===== config.mk =====
export PLATFORM = sky130hd
export DESIGN_NAME = gate_pattern_gen_flat
export DESIGN_NICKNAME = d
export VERILOG_FILES = /design/src/rtl/gate_pattern_gen_if.sv /design/src/rtl/gate_pattern_gen.sv /design/src/flat_wrapper.sv
export SDC_FILE = /design/constraint.sdc
export NUM_CORES = 1
export LEC_CHECK = 0
export ABC_CLOCK_PERIOD_IN_PS = 2300
export CELL_PAD_IN_SITES_DETAIL_PLACEMENT = 1
export CELL_PAD_IN_SITES_GLOBAL_PLACEMENT = 1
export CORE_MARGIN = 2
export CORE_UTILIZATION = 34
export DETAILED_ROUTE_END_ITERATION = 7
export GPL_TIMING_DRIVEN = 0
export HOLD_SLACK_MARGIN = 0.06
export PLACE_DENSITY = 0.77
export SLEW_MARGIN = 5
export SYNTH_ARGS = -nofsm -noshare
export SYNTH_HDL_FRONTEND = slang
export SYNTH_SLANG_ARGS = --single-unit

===== constraint.sdc =====
create_clock -name clk -period 2.3 [get_ports clk]
set_clock_uncertainty 0.1 [all_clocks]
set_input_delay 0.23 -clock clk [delete_from_list [all_inputs] [get_ports clk]]
set_output_delay 0.23 -clock clk [all_outputs]
set_load 0.01 [all_outputs]

===== src/rtl/gate_pattern_gen_if.sv =====
// Handshake and pattern bus between the pattern generator and the checker that drives it.
// The master side issues start/stop/run_len; the slave side produces the gate inputs and status.
interface gate_pattern_gen_if #(
  parameter int CNT_W = 8
);
  logic             start;
  logic             stop;
  logic [CNT_W-1:0] run_len;
  logic             a;
  logic             b;
  logic             valid;
  logic             busy;
  logic             done;
  logic [CNT_W-1:0] cycle_cnt;

  modport master (
    output start, stop, run_len,
    input  a, b, valid, busy, done, cycle_cnt
  );

  modport slave (
    input  start, stop, run_len,
    output a, b, valid, busy, done, cycle_cnt
  );
endinterface


===== src/rtl/gate_pattern_gen.sv =====
// Clocked stimulus source for two-input gate blocks: toggles a and b with independent
// periods for a programmable number of cycles, then pulses done for one cycle.
module gate_pattern_gen #(
  parameter int A_PERIOD = 2,
  parameter int B_PERIOD = 3,
  parameter int CNT_W    = 8
) (
  input  logic                clk,
  input  logic                rst,
  gate_pattern_gen_if.slave   bus
);

  localparam int A_W = $clog2(A_PERIOD) + 1;
  localparam int B_W = $clog2(B_PERIOD) + 1;
  localparam logic [A_W-1:0] A_LAST = A_W'(A_PERIOD - 1);
  localparam logic [B_W-1:0] B_LAST = B_W'(B_PERIOD - 1);

  typedef enum logic [1:0] {
    S_IDLE,
    S_RUN,
    S_DONE
  } state_t;

  state_t           r_state;
  state_t           w_next_state;
  logic             r_a;
  logic             r_b;
  logic             w_a;
  logic             w_b;
  logic [A_W-1:0]   r_a_cnt;
  logic [A_W-1:0]   w_a_cnt;
  logic [B_W-1:0]   r_b_cnt;
  logic [B_W-1:0]   w_b_cnt;
  logic [CNT_W-1:0] r_cycle_cnt;
  logic [CNT_W-1:0] w_cycle_cnt;
  logic [CNT_W-1:0] r_run_len;
  logic [CNT_W-1:0] w_run_len;
  logic             r_valid;
  logic             r_busy;
  logic             r_done;

  // Next-state and next-pattern logic; the ending edge of a run holds a/b/cycle_cnt
  // so DONE shows the last sample, and leaving DONE clears them for IDLE.
  always_comb begin
    w_next_state = r_state;
    w_a          = r_a;
    w_b          = r_b;
    w_a_cnt      = r_a_cnt;
    w_b_cnt      = r_b_cnt;
    w_cycle_cnt  = r_cycle_cnt;
    w_run_len    = r_run_len;
    case (r_state)
      S_IDLE: begin
        w_a         = 1'b0;
        w_b         = 1'b0;
        w_a_cnt     = '0;
        w_b_cnt     = '0;
        w_cycle_cnt = '0;
        if (bus.start) begin
          w_run_len    = bus.run_len;
          w_next_state = (bus.run_len == '0) ? S_DONE : S_RUN;
        end
      end
      S_RUN: begin
        if (bus.stop || (r_cycle_cnt == r_run_len - CNT_W'(1))) begin
          w_next_state = S_DONE;
        end else begin
          w_cycle_cnt = r_cycle_cnt + CNT_W'(1);
          if (r_a_cnt == A_LAST) begin
            w_a     = ~r_a;
            w_a_cnt = '0;
          end else begin
            w_a_cnt = r_a_cnt + A_W'(1);
          end
          if (r_b_cnt == B_LAST) begin
            w_b     = ~r_b;
            w_b_cnt = '0;
          end else begin
            w_b_cnt = r_b_cnt + B_W'(1);
          end
        end
      end
      S_DONE: begin
        w_next_state = S_IDLE;
        w_a          = 1'b0;
        w_b          = 1'b0;
        w_a_cnt      = '0;
        w_b_cnt      = '0;
        w_cycle_cnt  = '0;
      end
      default: begin
        w_next_state = S_IDLE;
      end
    endcase
  end

  // Status flags are decoded from the next state so every output leaves a flop.
  always_ff @(posedge clk) begin
    if (rst) begin
      r_state     <= S_IDLE;
      r_a         <= 1'b0;
      r_b         <= 1'b0;
      r_a_cnt     <= '0;
      r_b_cnt     <= '0;
      r_cycle_cnt <= '0;
      r_run_len   <= '0;
      r_valid     <= 1'b0;
      r_busy      <= 1'b0;
      r_done      <= 1'b0;
    end else begin
      r_state     <= w_next_state;
      r_a         <= w_a;
      r_b         <= w_b;
      r_a_cnt     <= w_a_cnt;
      r_b_cnt     <= w_b_cnt;
      r_cycle_cnt <= w_cycle_cnt;
      r_run_len   <= w_run_len;
      r_valid     <= (w_next_state == S_RUN);
      r_busy      <= (w_next_state != S_IDLE);
      r_done      <= (w_next_state == S_DONE);
    end
  end

  assign bus.a         = r_a;
  assign bus.b         = r_b;
  assign bus.valid     = r_valid;
  assign bus.busy      = r_busy;
  assign bus.done      = r_done;
  assign bus.cycle_cnt = r_cycle_cnt;

endmodule


===== src/flat_wrapper.sv =====
// flat-port wrapper written by rule: the top's interface ports become plain ports
module gate_pattern_gen_flat 
#(
  parameter int A_PERIOD = 2,
  parameter int B_PERIOD = 3,
  parameter int CNT_W    = 8
)
  (clk, rst, bus_start, bus_stop, bus_run_len, bus_a, bus_b, bus_valid, bus_busy, bus_done, bus_cycle_cnt);
  gate_pattern_gen_if #(.CNT_W(CNT_W)) bus_i ();
  input  logic clk;
  input  logic rst;
  input wire logic [$bits(bus_i.start)-1:0] bus_start;
  input wire logic [$bits(bus_i.stop)-1:0] bus_stop;
  input wire logic [$bits(bus_i.run_len)-1:0] bus_run_len;
  output wire logic [$bits(bus_i.a)-1:0] bus_a;
  output wire logic [$bits(bus_i.b)-1:0] bus_b;
  output wire logic [$bits(bus_i.valid)-1:0] bus_valid;
  output wire logic [$bits(bus_i.busy)-1:0] bus_busy;
  output wire logic [$bits(bus_i.done)-1:0] bus_done;
  output wire logic [$bits(bus_i.cycle_cnt)-1:0] bus_cycle_cnt;
  assign bus_i.start = bus_start;
  assign bus_i.stop = bus_stop;
  assign bus_i.run_len = bus_run_len;
  assign bus_a = bus_i.a;
  assign bus_b = bus_i.b;
  assign bus_valid = bus_i.valid;
  assign bus_busy = bus_i.busy;
  assign bus_done = bus_i.done;
  assign bus_cycle_cnt = bus_i.cycle_cnt;
  gate_pattern_gen #(.A_PERIOD(A_PERIOD), .B_PERIOD(B_PERIOD), .CNT_W(CNT_W)) u_core (.clk(clk), .rst(rst), .bus(bus_i));
endmodule

==> parameters.txt, run 1 <==
Parameter                              Value

Timing
  Slew Viols, Final    0
  Unrepaired setup endpoints after global routing    true
  Final Hold Fails    0
  Final critical-path required period    2.30 ns
  Number of failing setup endpoints in the final timing report    0
  Slew margin rel.    66.5%
  Fraction of the cycle the final worst path needs    99.8%
  Worst hold margin    0.353 ns
  Max Fclk    436 MHz
  Worst slew pin tran    0.502 ns
  Sum Neg Setup Slack    0 ns

Floorplanning
  I/O pin cnt    25
  Core Box Area    4000 sq um
  Die outline width    68.3 microns
  Die height    68.3 microns
  Die area    4660 sq um
  Starting density of the core    35.1%
  Rows    23

Place
  Port-buffer cells    24
  Placed Instance Area    1710 sq um
  Final weighted congestion of routability-driven global placement    0.810
  Half-perimeter wire length after placement    2740 microns

Routing
  Routed WL    3740 microns
  Drc violations    0
  Final antenna-violating net count    0
  Per-cell via count in the routed design    5.23
  Router iterations before antenna repair    3
  Vias after detailed routing    1307
  Mean routed wirelength per cell    15.0 microns
  DRT iter0 DRCs    41

Setup path
  Highest net fanout along the worst path    5
  Startpoint-to-endpoint class of the critical path    reg -> reg
  Ordered list of cells on the worst path    nor4_4, a21oi_1, or4b_4, o31ai_4, buf_6, buf_8, xnor2_2, nor2_2
  CP delay by family, top    simple AND/OR/NAND/NOR gates
  Worst Setup End Kind    register
  Arrival time of the worst setup path    2.37 ns
  Worst path bufs/invs    2
  Slowest-stage cell, CP    or4b_4
  Data required time of the worst path    2.37 ns
  Maximum cell stage delay along the critical path    0.55 ns
  Critical Path Start Type    register

Clock tree
  Sinks on Clock Net    28
  TritonCTS clock tree    yes
  Hold_buf cts    0
  Number of levels the H-tree was split into    1
  Worst-path clk slew    0.10 ns
  CTS Buf Count    3
  Clock root buffer    clkbuf_8
  Insertion delay to the later sink of the worst-skew pair    0.28 ns
  Number of buffers between clock root and the deepest sink    2

Synth
  Post-synth top area cell    dfxtp_1
  Seq cells post-synth    28
  Unique cell type count in the Yosys netlist    38
  EDFF count, synth    0
  Top flip-flop cell by instance count after synthesis    dfxtp_1
  Portion of the post-synthesis area used by sequential elements    39.9%
  Biggest area contributors in the synthesized netlist    dfxtp_1 (40%), a21oi_1 (6.8%), nand2_1 (6.7%)
  Mean Syn Cell Area    8.52 sq um
  Mapped Nets    179
  Post-synth ARST share    0%
  Count of mapped cells out of synthesis    165
  Syn Std Cell Area    1410 sq um
  Total of warnings raised by yosys    0
  Area fraction of the dominant cell type after synthesis    39.9%

Global routing
  Antenna violations before repair    0
  Number of global-route vias before repair    1300
  Largest net degree at the start of global routing    17
  Remaining Overflow, GRT    0
  Overall Global Routing Usage    17.5%
  Global-route wire length before repair    5970 microns

Layout
  Synthesis-to-layout area growth    37.0%
  Antenna diode count    0
  Share of cells above drive strength 1    18.5%
  Count of nets after finishing    215
  Filler Cells Inserted    460
  Most common library cell in the layout ignoring fill and taps    nand2_1
  Top library cells by usage in the layout, fill and taps aside    nand2_1 (25), clkdlybuf4s50_1 (24), dfxtp_1 (22)
  Final std cell area, no fill    1930 sq um

Flow run
  Max-cap violations    0

Pwr
  P per Cell Area    599 nW/um^2
  Peak supply drop    0.000304 V
  Cell leakage power    0.693 nW

Run status
  Status    finished, final reports clean

Min path
  Worst Hold Class    reg -> reg
logic make-up after synthesis:
logic type / after synthesis / synth area share, %
AND/OR/NAND/NOR: 71 / 27.2
adder cells (fa/ha/maj): 2 / 1.78
multiplexers: 1 / 0.801
flip-flops: 28 / 39.9
buffers and inverters: 12 / 5.16
AO/OA/AOI/OAI: 39 / 17.6
XOR/XNOR: 12 / 7.48
metal layers:
layer | global-route usage [%] | wire length (microns)
met3 | 2.47 | 46
met4 | 8.25 | 77
met2 | 30.3 | 1970
met5 | 0 | 0
met1 | 21.1 | 1650
worst reg2reg max path: stages (launching register included):
cell     delay (ns)
dfxtp_4        0.37
nor4_4         0.31
a21oi_1        0.11
or4b_4         0.55
o31ai_4        0.30
buf_6          0.18
buf_8          0.12
xnor2_2        0.11
nor2_2         0.04
cells in the mapped netlist (2+ instances only):
| master | n |
|---|---|
| nand2b_1 | 3 |
| o32ai_1 | 2 |
| buf_6 | 2 |
| or4_1 | 5 |
| nor2_1 | 7 |
| and2_1 | 2 |
| a2111oi_0 | 2 |
| nor3_1 | 5 |
| o211ai_1 | 2 |
| nand2_1 | 25 |
| dfxtp_1 | 28 |
| or3_1 | 6 |
| and3_1 | 2 |
| xor2_1 | 7 |
| a21oi_1 | 19 |
| ha_1 | 2 |
| inv_1 | 4 |
| nand4_1 | 2 |
| xnor2_1 | 5 |
| nand3_1 | 6 |
| o21ai_0 | 7 |
| o31ai_1 | 2 |
| nor2b_1 | 2 |
| clkbuf_1 | 4 |
worst paths after layout:
path	endpoint	cells after the start	slack [ns]	from
max	u_core.r_a_cnt[0]	8	0.004	u_core.r_run_len[5]
min	u_core.r_a_cnt[1]	1	0.35	u_core.r_a_cnt[1]
max reg2reg	u_core.r_a_cnt[0]	8	0.004	u_core.r_run_len[5]
min reg2reg	u_core.r_a_cnt[1]	1	0.35	u_core.r_a_cnt[1]
layout make-up:
class | instances | area, sq um | area share [%]
Multi-Input combinational cell | 125 | 830 | 43.1
Timing Repair Buffer | 32 | 323 | 16.8
Clock buffer | 3 | 41.3 | 2.14
Tap cell | 50 | 62.6 | 3.25
Clock inverter | 1 | 30.0 | 1.56
Inverter | 4 | 15.0 | 0.780
Sequential cell | 28 | 576 | 29.9
Buffer | 7 | 48.8 | 2.53
sequential cells by signal (all words and copies together) (netlist names):
name and flops:
u_core.bus.valid 1, u_core.r_run_len 8, u_core.bus.a 1, u_core.r_b_cnt 3, u_core.r_a_cnt 2, u_core.bus.done 1
u_core.bus.b 1, u_core.bus.cycle_cnt 8, u_core.bus.busy 1, u_core.r_state 2
where the power goes:
group          internal, W  leakage, nW  switching, W
clock             0.000234       0.0357      0.000164
sequential        0.000504        0.231     0.0000245
combinational     0.000122        0.426      0.000105
total             0.000860        0.693      0.000293
per-stage QoR:
| stage | std cells | total power, W | util, % | setup WS (ns) |
|---|---|---|---|---|
| 6_report | 250 | 0.00115 | 48.1 | 0.00404 |
| 2_1_floorplan | 165 | 0.000661 | - | 0.118 |
| 3_3_place_gp | 239 | 0.000717 | 42.7 | -0.0182 |
| 5_1_grt | 250 | 0.00122 | 48.1 | -0.138 |
| 4_1_cts | 246 | 0.00115 | 45.7 | 0.00882 |
| 3_5_place_dp | 239 | 0.000727 | 42.7 | -0.0681 |
what timing repair did:
action	CTS	global route
endpoints found under the setup margin	15	19
gates cloned	1	1
setup buffers	2	4
gates resized for setup	10	17
endpoints found under the hold margin	0	0
pin swaps	2	12
Power figures use the tool's default switching activity.
==> run 2, diff against run 1 <==
--- a/config.mk
+++ b/config.mk
@@ -5,15 +5,15 @@
 export SDC_FILE = /design/constraint.sdc
 export NUM_CORES = 1
 export LEC_CHECK = 0
-export ABC_CLOCK_PERIOD_IN_PS = 2300
+export ABC_CLOCK_PERIOD_IN_PS = 2200
 export CELL_PAD_IN_SITES_DETAIL_PLACEMENT = 1
 export CELL_PAD_IN_SITES_GLOBAL_PLACEMENT = 1
 export CORE_MARGIN = 2
-export CORE_UTILIZATION = 34
+export CORE_UTILIZATION = 38
 export DETAILED_ROUTE_END_ITERATION = 7
 export GPL_TIMING_DRIVEN = 0
 export HOLD_SLACK_MARGIN = 0.06
-export PLACE_DENSITY = 0.77
+export PLACE_DENSITY = 0.82
 export SLEW_MARGIN = 5
 export SYNTH_ARGS = -nofsm -noshare
 export SYNTH_HDL_FRONTEND = slang
==> constraint.sdc (replaced) <==
create_clock -name clk -period 2.2 [get_ports clk]
set_clock_uncertainty 0.1 [all_clocks]
set_input_delay 0.22 -clock clk [delete_from_list [all_inputs] [get_ports clk]]
set_output_delay 0.22 -clock clk [all_outputs]
set_load 0.01 [all_outputs]
==> run 2 against run 1 <==
Effect of this change:
- the flow now finishes with violations (setup timing)
- die area fell by 9.9%
- combinational power rose by 25%
- register-to-register slack got worse by 0.15 ns
- sequential share of layout area fell by 1.6 points
- first-iteration DRC count rose by 54%
- global-route usage rose by 5.0 points
- critical path type unchanged
- largest cell class unchanged
- largest power group unchanged
==> parameters.txt, run 2 (synthesis gave the netlist of run 1 again) <==
Parameter                              Value

Routing
  DRT iter0 DRCs    63 (+54%)
  Final antenna-violating net count    0 (unchanged)
  Vias after detailed routing    1394 (+6.7%)
  Routed WL    4590 microns (+23%)
  Drc violations    0 (unchanged)
  Mean routed wirelength per cell    18.5 microns (+24%)
  Per-cell via count in the routed design    5.62 (+7.5%)
  Router iterations before antenna repair    4 (+1)

Layout
  Count of nets after finishing    215 (unchanged)
  Post-layout utilization of the core    56.2% (+8.1 points)
  Synthesis-to-layout area growth    44.3%
  Most common library cell in the layout ignoring fill and taps    nand2_1
  Top library cells by usage in the layout, fill and taps aside    nand2_1 (25), clkdlybuf4s50_1 (24), dfxtp_1 (23)
  Multi-input logic area    925 sq um (+11%)
  Antenna diode count    0 (unchanged)
  Share of cells above drive strength 1    22.0% (+3.5 points)
  Area occupied by registers    574 sq um (-0.22%)
  Filler Cells Inserted    404 (-12%)

Timing
  Final worst setup slack    -0.150 ns (-0.154 ns)
  Number of failing setup endpoints in the final timing report    19 (+19)
  Worst slew pin tran    0.580 ns (+0.0781 ns)
  Worst hold margin    0.359 ns (+0.00556 ns)
  Slew margin rel.    61.3% (-5.2 points)
  Max Fclk    425 MHz (-2.3%)
  Final critical-path required period    2.35 ns (+0.0544 ns)
  Unrepaired setup endpoints after global routing    true
  Final Hold Fails    0 (unchanged)
  Fraction of the cycle the final worst path needs    107% (+7.0 points)
  Slew Viols, Final    0 (unchanged)

Global routing
  Overall Global Routing Usage    22.5% (+5.0 points)
  Global-route wire length before repair    7270 microns (+22%)
  Largest net degree at the start of global routing    16 (-1)
  Remaining Overflow, GRT    0 (unchanged)
  Number of global-route vias before repair    1474 (+13%)
  Antenna violations before repair    0 (unchanged)

Flow run
  Max-cap violations    0 (unchanged)

Setup path
  Critical Path Start Type    register
  Data required time of the worst path    2.31 ns (-0.06 ns)
  Highest net fanout along the worst path    5 (unchanged)
  Startpoint-to-endpoint class of the critical path    reg -> reg
  Worst Setup End Kind    register
  Reg2Reg Capture Point    u_core.bus.cycle_cnt[1]
  R2R Path Start    u_core.r_run_len[3]
  Arrival time of the worst setup path    2.46 ns (+0.09 ns)
  Count of cells along the worst register-to-register path    9 (+1)
  Minimum setup slack among reg-to-reg paths    -0.15 ns (-0.15 ns)

Clock tree
  CTS Buf Count    3 (unchanged)
  Number of levels the H-tree was split into    1 (unchanged)
  Number of buffers between clock root and the deepest sink    2 (unchanged)
  Clock root buffer    clkbuf_8
  Sinks on Clock Net    28 (unchanged)
  Insertion delay to the later sink of the worst-skew pair    0.27 ns (about the same)
  TritonCTS clock tree    yes
  Worst-path clk slew    0.10 ns (about the same)
  Hold_buf cts    0 (unchanged)

Floorplanning
  Die height    64.8 microns (-5.1%)
  I/O pin cnt    25 (unchanged)
  Core Box Area    3610 sq um (-9.9%)
  Die outline width    64.8 microns (-5.1%)
  Rows    22 (-4.3%)
  Starting density of the core    39.0% (+3.8 points)
  Die area    4200 sq um (-9.9%)

Min path
  Endpoint, Worst Hold    u_core.r_a_cnt[1]
  Start point of the worst hold path    u_core.r_a_cnt[1]
  Cell depth of the worst hold path    1 (unchanged)
  Worst Hold Class    reg -> reg

Pwr
  P per Cell Area    571 nW/um^2 (-4.7%)
  Peak supply drop    0.000281 V (-7.7%)
  Cell leakage power    0.713 nW (+2.8%)

Place
  Port-buffer cells    24 (unchanged)
  Half-perimeter wire length after placement    2870 microns (+4.5%)
  Final weighted congestion of routability-driven global placement    0.739 (-8.8%)

Run status
  Status    complete, but fails checks
  Violations in the final reports    setup timing
run 2: changes by cell type in the layout (fill, tap and decap cells not counted), sizes merged:
| cell | before | now |
|---|---|---|
| buf | 10 | 11 |
| bufinv | 1 | 0 |
run 2: how the worst max path moves through the flow:
stage | startpoint | endpoint | slack [ns]
floorplan | u_core.r_run_len[2] | u_core.r_a_cnt[0] | 0.02
global placement | u_core.r_run_len[2] | u_core.r_a_cnt[0] | -0.09
detailed placement | u_core.r_run_len[2] | u_core.r_a_cnt[0] | -0.17
CTS | u_core.r_run_len[5] | u_core.bus.cycle_cnt[0] | -0.11
global route | u_core.r_run_len[3] | u_core.bus.cycle_cnt[0] | -0.23
finish | u_core.r_run_len[3] | u_core.bus.cycle_cnt[1] | -0.15
run 2: layout make-up:
cell class | instances | share of cell area, %
plain buffers | 8 | 2.96
clock buffers | 4 | 2.72
inverters | 4 | 0.741
multi-input cells | 125 | 45.6
flip-flops and latches | 28 | 28.3
well taps | 48 | 2.96
repair buffers | 31 | 16.7
run 2: repair_timing:
item	in CTS	in global routing
gates cloned	1	0
pin swaps	12	15
setup buffers	6	0
setup endpoints to repair	19	19
gates resized for setup	23	19
run 2: metrics by stage:
step | setup TNS [ns] | worst slack, ns | std cells | power [W] | instance area [sq um]
floorplan | 0 | 0.0176 | 165 | 0.000691 | 1410
global placement | -0.493 | -0.0871 | 237 | 0.000746 | 1710
detailed placement | -1.71 | -0.172 | 237 | 0.000760 | 1710
CTS | -1.47 | -0.115 | 248 | 0.00112 | 1950
global route | -3.65 | -0.233 | 248 | 0.00120 | 2030
finish | -1.76 | -0.150 | 248 | 0.00116 | 2030
run 2: power breakdown:
| group | internal, W | switching, W |
|---|---|---|
| clock network | 0.000160 | 0.000161 |
| registers | 0.000527 | 0.0000255 |
| logic | 0.000147 | 0.000137 |
run 2: metal layers:
metal | part of all wire, % | track usage [%]
met3 | 2.7 | 2.43
met1 | 41 | 27.0
met4 | 2.2 | 6.91
met2 | 54 | 41.6
met5 | 0 | 0
run 2: worst max-delay path: stages (launching register included):
cell and delay (ns):
dfxtp_4 0.37, nor4_4 0.31, a21oi_1 0.11, or4b_4 0.57
o31ai_4 0.28, buf_6 0.17, buf_12 0.11, buf_16 0.11
nand3_2 0.07, o21ai_1 0.09
==> run 3, diff against run 2 <==
--- a/config.mk
+++ b/config.mk
@@ -14,6 +14,7 @@
 export GPL_TIMING_DRIVEN = 0
 export HOLD_SLACK_MARGIN = 0.06
 export PLACE_DENSITY = 0.82
+export SKIP_LAST_GASP = 1
 export SLEW_MARGIN = 5
 export SYNTH_ARGS = -nofsm -noshare
 export SYNTH_HDL_FRONTEND = slang
==> results of run 3 <==
Same layout as run 2: the final DEF is identical, and so are final timing and power.
